`config.mk`:
```
export PLATFORM = sky130hd
export DESIGN_NAME = bp_update_ctrl
export DESIGN_NICKNAME = d
export VERILOG_FILES = /design/src/rtl/bp_update_ctrl.sv
export SDC_FILE = /design/constraint.sdc
export NUM_CORES = 1
export LEC_CHECK = 0
export ABC_AREA = 1
export ABC_CLOCK_PERIOD_IN_PS = 4200
export CAP_MARGIN = 10
export CORE_MARGIN = 3
export CORE_UTILIZATION = 57
export DETAILED_ROUTE_END_ITERATION = 6
export DONT_BUFFER_PORTS = 1
export GPL_ROUTABILITY_DRIVEN = 0
export PLACE_DENSITY = 0.74
export SLEW_MARGIN = 20
export SYNTH_ARGS = -nofsm -noshare
export SYNTH_HDL_FRONTEND = slang
export SYNTH_SLANG_ARGS = --single-unit
```
`constraint.sdc`:
```
create_clock -name clk -period 4.2 [get_ports clk]
set_input_delay 0.84 -clock clk [delete_from_list [all_inputs] [get_ports clk]]
set_output_delay 0.84 -clock clk [all_outputs]
set_load 0.05 [all_outputs]
```
`src/rtl/bp_update_ctrl.sv`:
```
// bp_update_ctrl
//   Shares a single-ported branch predictor between the fetch lookup stream
//   and mispredict updates coming back from execute. Mispredicts are queued
//   in a small FIFO. The queue is replayed on the predictor update path
//   (bp_mispred=1) whenever fetch is idle. When the queue is full, one
//   update is forced and fetch is stalled for that cycle. The prediction
//   returned to fetch is registered, so lookup-to-prediction latency is one
//   cycle.
//
//   Optional feature: define BP_UPD_COALESCE_EN to merge a mispredict whose
//   PC is already queued into that entry (target overwritten in place).
//
// Parameters
//   DEPTH : update FIFO entries (power of 2, >= 2)
//   AW    : address width
//
// Ports
//   clk, rst        : clock, asynchronous active-high reset
//   fe_valid/addr   : fetch lookup request and PC
//   fe_stall        : lookup not serviced this cycle, fetch holds
//   flush           : kill the prediction being captured
//   fe_pred_*       : registered prediction (valid, taken, target)
//   ex_valid/mispred/pc/target : resolved branch from EX
//   ex_ready        : FIFO can accept a push
//   bp_addr/mispred/t_addr/tp_addr : drive the predictor
//   bp_hit/taken/paddr             : predictor lookup result
//   q_count         : FIFO occupancy
module bp_update_ctrl #(
  parameter int DEPTH = 4,
  parameter int AW    = 32
) (
  input  logic                       clk,
  input  logic                       rst,
  input  logic                       fe_valid,
  input  logic [AW-1:0]              fe_addr,
  output logic                       fe_stall,
  input  logic                       flush,
  output logic                       fe_pred_valid,
  output logic                       fe_pred_taken,
  output logic [AW-1:0]              fe_pred_addr,
  input  logic                       ex_valid,
  input  logic                       ex_mispred,
  input  logic [AW-1:0]              ex_pc,
  input  logic [AW-1:0]              ex_target,
  output logic                       ex_ready,
  output logic [AW-1:0]              bp_addr,
  output logic                       bp_mispred,
  output logic [AW-1:0]              bp_t_addr,
  output logic [AW-1:0]              bp_tp_addr,
  input  logic                       bp_hit,
  input  logic                       bp_taken,
  input  logic [AW-1:0]              bp_paddr,
  output logic [$clog2(DEPTH+1)-1:0] q_count
);

  localparam int CW = $clog2(DEPTH + 1);
  localparam int PW = $clog2(DEPTH);
  localparam logic [CW-1:0] FULL = CW'(DEPTH);

  typedef enum logic {
    LOOK,
    UPD
  } state_t;

  state_t        state, state_next;
  logic [AW-1:0] pc_mem  [DEPTH];
  logic [AW-1:0] tgt_mem [DEPTH];
  logic [PW-1:0] head, tail;
  logic [CW-1:0] count, count_next;
  logic          req, append, pop, coalesce;

  // ---------------------------------------------------------------------
  // Push / pop qualification
  // ---------------------------------------------------------------------
  assign req      = ex_valid && ex_mispred;
  assign ex_ready = (count != FULL);
  assign pop      = (state == UPD) && (count != '0);
  assign append   = req && ex_ready && !coalesce;

`ifdef BP_UPD_COALESCE_EN
  logic [PW-1:0] hit_idx;
  logic [PW-1:0] off;
  logic          hit;

  // Search live entries for the incoming PC. The head is excluded when it
  // is leaving this cycle, so such a push appends behind it instead.
  always_comb begin
    hit     = 1'b0;
    hit_idx = '0;
    off     = '0;
    for (int unsigned i = 0; i < DEPTH; i++) begin
      off = PW'(i) - head;
      if ((CW'(off) < count) && !(pop && (off == '0)) && (pc_mem[i] == ex_pc)) begin
        hit     = 1'b1;
        hit_idx = PW'(i);
      end
    end
  end

  assign coalesce = req && hit;
`else
  assign coalesce = 1'b0;
`endif

  always_comb begin
    count_next = count;
    if (append && !pop)
      count_next = count + CW'(1);
    else if (!append && pop)
      count_next = count - CW'(1);
  end

  // ---------------------------------------------------------------------
  // FIFO storage (contents need no reset; emptiness comes from count)
  // ---------------------------------------------------------------------
  always_ff @(posedge clk) begin
    if (append) begin
      pc_mem[tail]  <= ex_pc;
      tgt_mem[tail] <= ex_target;
    end
`ifdef BP_UPD_COALESCE_EN
    if (coalesce)
      tgt_mem[hit_idx] <= ex_target;
`endif
  end

  always_ff @(posedge clk or posedge rst) begin
    if (rst) begin
      head  <= '0;
      tail  <= '0;
      count <= '0;
    end else begin
      if (append)
        tail <= tail + PW'(1);
      if (pop)
        head <= head + PW'(1);
      count <= count_next;
    end
  end

  assign q_count    = count;
  assign bp_t_addr  = (count == '0) ? '0 : pc_mem[head];
  assign bp_tp_addr = (count == '0) ? '0 : tgt_mem[head];

  // ---------------------------------------------------------------------
  // Arbitration FSM
  // ---------------------------------------------------------------------
  always_ff @(posedge clk or posedge rst) begin
    if (rst)
      state <= LOOK;
    else
      state <= state_next;
  end

  always_comb begin
    state_next = state;
    bp_mispred = 1'b0;
    fe_stall   = 1'b0;
    unique case (state)
      LOOK: begin
        if ((count != '0) && (!fe_valid || (count == FULL)))
          state_next = UPD;
      end
      UPD: begin
        bp_mispred = 1'b1;
        fe_stall   = fe_valid;
        if ((count_next != '0) && !fe_valid)
          state_next = UPD;
        else
          state_next = LOOK;
      end
      default: state_next = LOOK;
    endcase
  end

  assign bp_addr = fe_addr;

  // ---------------------------------------------------------------------
  // Registered prediction back to fetch
  // ---------------------------------------------------------------------
  always_ff @(posedge clk or posedge rst) begin
    if (rst) begin
      fe_pred_valid <= 1'b0;
      fe_pred_taken <= 1'b0;
      fe_pred_addr  <= '0;
    end else if ((state == LOOK) && fe_valid && !flush) begin
      fe_pred_valid <= 1'b1;
      fe_pred_taken <= bp_hit && bp_taken;
      fe_pred_addr  <= bp_hit ? bp_paddr : '0;
    end else begin
      fe_pred_valid <= 1'b0;
      fe_pred_taken <= 1'b0;
    end
  end

endmodule

```
### After elaboration in Yosys (flattened, before gate mapping)

Memory sizes are Yosys's and may differ from the RTL's.
Index checks and enable logic that the tools add are counted.

* bits in registers: 42
* memory bits (writable): 256
* input port bits: 136
* memories kept: 2

Memory list
* pc_mem: depth 4, bits a word 32, read ports 1, clocked after Yosys merged registers in 0, write ports 1, line 66 `logic [AW-1:0] pc_mem [DEPTH];`
* tgt_mem: depth 4, bits a word 32, read ports 1, clocked after Yosys merged registers in 0, write ports 1, line 67 `logic [AW-1:0] tgt_mem [DEPTH];`

* $add $sub $neg: 4
* equality and inequality tests: 2
* mux-type cells: 14
* bitwise operators: 1
* reductions and logical operators: 18

Operators by type and width (number)
* 32-bit 2-to-1 mux: 3
* 1-bit logical AND: 10
* 1-bit 2-to-1 mux: 8
* 3-bit 2-to-1 mux: 2
* 3-bit nonzero test: 2
* 2-bit by 1-bit adder with 2-bit output (second input constant): 2
* 1-bit logical NOT: 4
* 3-bit by 1-bit adder with 3-bit output (second input constant): 1
* 3-bit equality test (second input constant): 1
* 3-bit logical NOT: 1
* 3-bit inequality test (second input constant): 1
* 3-bit by 1-bit subtractor with 3-bit output (second input constant): 1
* 1-bit one-hot mux with 2 select lines: 1
* 1-bit logical OR: 1
* 1-bit NOT: 1

### Longest topological paths before layout

* depth in word-level cells: 10
* mapped depth: 13

### Worst setup path after synthesis

No wires, ideal clock.

* path kind: register to register
* from: register count[0], in the netlist q_count[0]
* to: memory pc_mem[0][0], enable pin
* arrival time: 4.210 ns
* slack: -0.496 ns
* cell stages (with the launch flop): 6
* path buffers: 0
* clock period less this slack: 4.696 ns
* path through: dfrtp_1 inv_1 ha_1 nand2_2 nand3_4 nor2_1

* longest elaborated chain between the ends: 4

RTL lines
* start: declaration: line 69 `logic [CW-1:0] count, count_next;`
* start signal: assignment: line 137 `count <= count_next;`
* 3-bit inequality test: line 76 `assign ex_ready = (count != FULL);`
* named net ex_ready: line 45 `output logic ex_ready,`
* 1-bit logical AND: line 78 `assign append = req && ex_ready && !coalesce;`
* 1-bit 2-to-1 mux: line 117 `if (append) begin`
* 1-bit 2-to-1 mux (not written as such): line 118 `pc_mem[tail] <= ex_pc;`
* end: declaration: line 66

The timed path passes the listed nets, and every way through them passes these cells.

### Worst setup path after layout

* from: register count[0], in the netlist q_count[0]
* to: output bp_t_addr[16]

* longest elaborated chain between the ends: 2

RTL lines
* 3-bit logical NOT: line 142 `assign bp_t_addr = (count == '0) ? '0 : pc_mem[head];`
* 32-bit 2-to-1 mux: line 142
* end: declaration: line 48 `output logic [AW-1:0] bp_t_addr,`

No other way between the ends.

==> summary.md <==
After synthesis, the cell types taking the most area are sky130_fd_sc_hd__edfxtp_1 (64%), sky130_fd_sc_hd__dfrtp_1 (8.8%), sky130_fd_sc_hd__nor2_1 (8.3%). The largest total area in the synthesized netlist belongs to sky130_fd_sc_hd__edfxtp_1. The worst register-to-register path begins at q_count[0]$_DFF_PP0_.

In this run the standard cell core region covers 20400 um^2. The dominant combinational cell family by area after synthesis is simple AND/OR/NAND/NOR gates. The fraction of final layout cells with drive strength greater than 1 works out to 14.0%.

For this run, the detailed router's first-pass iteration total came to 5. The tools report the via count of the first global-routing pass as 7397. TritonCTS built the clock tree.

The area of all sequential standard cells is 8740 um^2, and the number of port buffers is 0. For the synthesized cell area, the log shows 12000 um^2. The tree built by TritonCTS fans out to 298 sinks. The run gives 0.54 ns as the latest clock arrival within the worst-skew pair. The startpoint-to-endpoint class of the critical path was reg2out. Number of warnings printed during yosys synthesis: 0. The clock transition at the registers of the reported paths is 0.06 ns, and the power density over the cells is 880 nW/um^2. The multi-input combinational cells in the finished layout cover a total of 2730 um^2. Data on the critical path arrives at its endpoint at 3.10 ns. Count of final hold-check violations: 0.

The worst setup path is captured at an output port. The number of levels in the clock H-tree was 1; the sequential share of the synthesized area was 72.8%. After layout, the minimum clock period comes to 3.94 ns. The final global-route overflow total was 0; the complex-gate fraction of the synthesized area was 9.50%. The starting density of the core is 58.7%.

The number of placed instances, taps included, is 1267. The simple-gate share of the synthesized area came out at 12.1%. In this run, synthesis produced a sequential element count of 298.

Setup violations remaining at the end of the flow were counted as 0. After Yosys synthesis, XOR and XNOR cells account for 0.146% of the synthesized area. The floorplan step set the die height to 151 um. The largest fanout on the critical path was 46.

The endpoint of the worst register-to-register path is pc_mem[3][2]$_DFFE_PP_. After technology mapping, the gate count stands at 1008. The number of clock buffers added by TritonCTS is 30. For the pin with the worst max-slew slack, the measured transition is 0.967 ns. In the finished design, the share of the clock period the worst path needs comes to 93.8%. The logs give 622 uV for the worst supply voltage drop on vdd and 22 for the count of cell types in the netlist.

Summed over all failing endpoints, the final setup total negative slack is 0 ns. After detailed placement, the total cell area comes to 12500 um^2. The finished cells cover 13500 um^2. The busiest metal layer after global routing is met2. The tools report the clock root buffer as sky130_fd_sc_hd__clkbuf_16. The tools report the number of antenna violations at the first check in global routing as 1. The number of hold buffers added after cts was 0. Setup repair after global routing left no endpoint under its margin. The tightest min-delay check is of the in2async type. The number of max-slew violations in the final report is 0. The tightest hold path in the finished design has a slack of 0.312 ns. The first global-routing pass estimated 38.5 mm of wire. The met1 usage is 27.7%, and the number of nets in the layout is 1172. The routed wire length is 25.1 mm, and the combined global-route utilization of all metal layers is 21.5%. Entering global routing, the biggest net connects 130 pins.

Across the run, the number of max-cap violations was 0. The run gives 22800 um^2 as the floorplan die area. The average cell area after synthesis was 11.9 um^2. The maximum clock insertion buffer count came out at 3. The first routing iteration left 457 violations. The growth of design area from synthesis to finish is 12.7%. The fill cell instance count of the final layout was 1458; the share of synthesized cell area in full adder, half adder and majority cells was 0.730%. The count of nets left with antenna violations once routing finished came out at 0. Detailed placement ended at an HPWL of 14.2 mm. The number of cells on the worst reg-to-reg path is 6. STA classifies the critical path startpoint as a flip-flop. Multiplexer cells account for 0% of the synthesized area. The register-to-register setup slack was 1.11 ns. From left edge to right edge, the die measures 151 um. For the final database, setup skew stands at 0.0164 ns. The tools report the met2 layer usage reported by global route as 36.3%.

The synthesized net count is 1151, and the worst path required time is 3.36 ns. The peak clock frequency supported by timing is 0.254 GHz, and the final cell count without fillers is 1323. The DRC violation count after routing was 0; the average vias per placed instance was 5.63.

The final route contains 7450 vias. The flow ran to the end, and the final reports show no timing, DRC or antenna violations. In this run the tightest slew margin relative to its limit is 35.4%. Measured on the finished design, the core utilization comes to 66.2%. 272 I/O pins were placed.

In the final routed layout, each cell accounts on average for 18.9 um. The standby leakage power came out at 4.95 nW. Row generation in the floorplan step produced 52 rows. For this run, global-route usage on met3 was measured as 5.86%. Setup fix buffers added after clock tree synthesis: 0.

The share of the synthesized area in the top cell type works out to 64.1%. Once the clock tree was built, the resizer swapped 0 gates to a different size.
-- sequential cells by signal (all words and copies together) (netlist names) --
signal,count
head,2
tail,2
state,1
tgt_mem,128
q_count,3
pc_mem,128
fe_pred_addr,32
fe_pred_valid,1
fe_pred_taken,1
-- cell usage after synthesis, drive strengths merged --
cell / count
inv: 19
buf: 65
nand3: 39
and3: 1
o21ai: 162
clkbuf: 27
xor2: 2
nor2: 267
a21oi: 65
ha: 7
edfxtp: 256
dfrtp: 42
nand2: 56
-- worst max path at each step --
stage | from | endpoint | slack, ns | cells past startpoint
3_5_place_dp | q_count[0]$_DFF_PP0_ | bp_t_addr[23] | 0.80 | 7
4_1_cts | q_count[0]$_DFF_PP0_ | bp_t_addr[23] | 0.22 | 7
6_report | q_count[0]$_DFF_PP0_ | bp_t_addr[16] | 0.26 | 7
2_1_floorplan | q_count[0]$_DFF_PP0_ | pc_mem[0][0]$_DFFE_PP_ | -0.50 | 5
5_1_grt | q_count[0]$_DFF_PP0_ | bp_t_addr[16] | 0.04 | 7
3_3_place_gp | q_count[0]$_DFF_PP0_ | bp_t_addr[24] | 0.86 | 7
-- cells in the final DEF (no fill, tap or decap) --
cell,instances
sky130_fd_sc_hd__nor2_1,261
sky130_fd_sc_hd__edfxtp_1,256
sky130_fd_sc_hd__o21ai_0,161
sky130_fd_sc_hd__buf_4,76
sky130_fd_sc_hd__a21oi_1,64
sky130_fd_sc_hd__nand2_1,52
sky130_fd_sc_hd__dfrtp_1,40
sky130_fd_sc_hd__nand3_1,38
sky130_fd_sc_hd__clkbuf_16,33
sky130_fd_sc_hd__inv_1,13
sky130_fd_sc_hd__ha_1,7
sky130_fd_sc_hd__nor2_4,6
sky130_fd_sc_hd__clkinv_2,6
sky130_fd_sc_hd__inv_2,5
sky130_fd_sc_hd__clkinv_1,5
sky130_fd_sc_hd__buf_12,5
sky130_fd_sc_hd__nand2_2,4
sky130_fd_sc_hd__clkinv_4,4
sky130_fd_sc_hd__clkbuf_1,4
sky130_fd_sc_hd__clkbuf_8,3
sky130_fd_sc_hd__xor2_1,2
sky130_fd_sc_hd__diode_2,1
sky130_fd_sc_hd__nand3_4,1
sky130_fd_sc_hd__a21oi_2,1
sky130_fd_sc_hd__o21ai_1,1
sky130_fd_sc_hd__and3_1,1
sky130_fd_sc_hd__clkbuf_4,1
sky130_fd_sc_hd__dfrtp_4,1
sky130_fd_sc_hd__dfrtp_2,1
-- kinds of logic (layout without fill, tap and decap cells) --
family,after synthesis,count (layout)
and+or+nand+nor,363,363
DFF,298,298
AOI/OAI and AO/OA,227,227
buffers and inverters,111,155
adders and majority gates,7,7
xor gates and xnor gates,2,2
other,0,1
-- per-stage QoR --
stage               setup slack (ns)  total power, mW
floorplan                     -0.496             8.10
global placement               0.864             9.38
detailed placement             0.803             9.45
CTS                            0.216             12.0
global route                  0.0384             12.5
finish                         0.258             11.9
-- routing by layer --
layer  wire (um)  up-vias
met4         503        0
li1            -     3527
met2       12200      306
met5           0        -
met1       10000     3574
met3        2290       43
-- cell type report --
cell class                 instances  area share (%)
sequential                       298            64.7
multi-input combinational        599            20.2
clock buffer                      41            6.58
timing repair buffer              81            4.96
tap                              270            2.50
clock inverter                    14           0.583
inverter                          19           0.537
antenna                            1          0.0185
-- power by group --
part           internal [mW]  leakage [nW]  switching [mW]  total (mW)
Clock                   1.48         0.481            1.05        2.53
Sequential              3.64          2.86           0.634        4.27
Combinational           1.38          1.61            3.72        5.10
-- critical path, cell delays in order, from the launching register on --
cell,delay (ns)
sky130_fd_sc_hd__dfrtp_1,0.60
sky130_fd_sc_hd__inv_1,0.20
sky130_fd_sc_hd__ha_1,0.25
sky130_fd_sc_hd__nand2_1,0.11
sky130_fd_sc_hd__inv_2,0.71
sky130_fd_sc_hd__buf_4,0.38
sky130_fd_sc_hd__a21oi_1,0.09
sky130_fd_sc_hd__buf_4,0.20
Note: power is estimated with default switching activity, not from simulation.
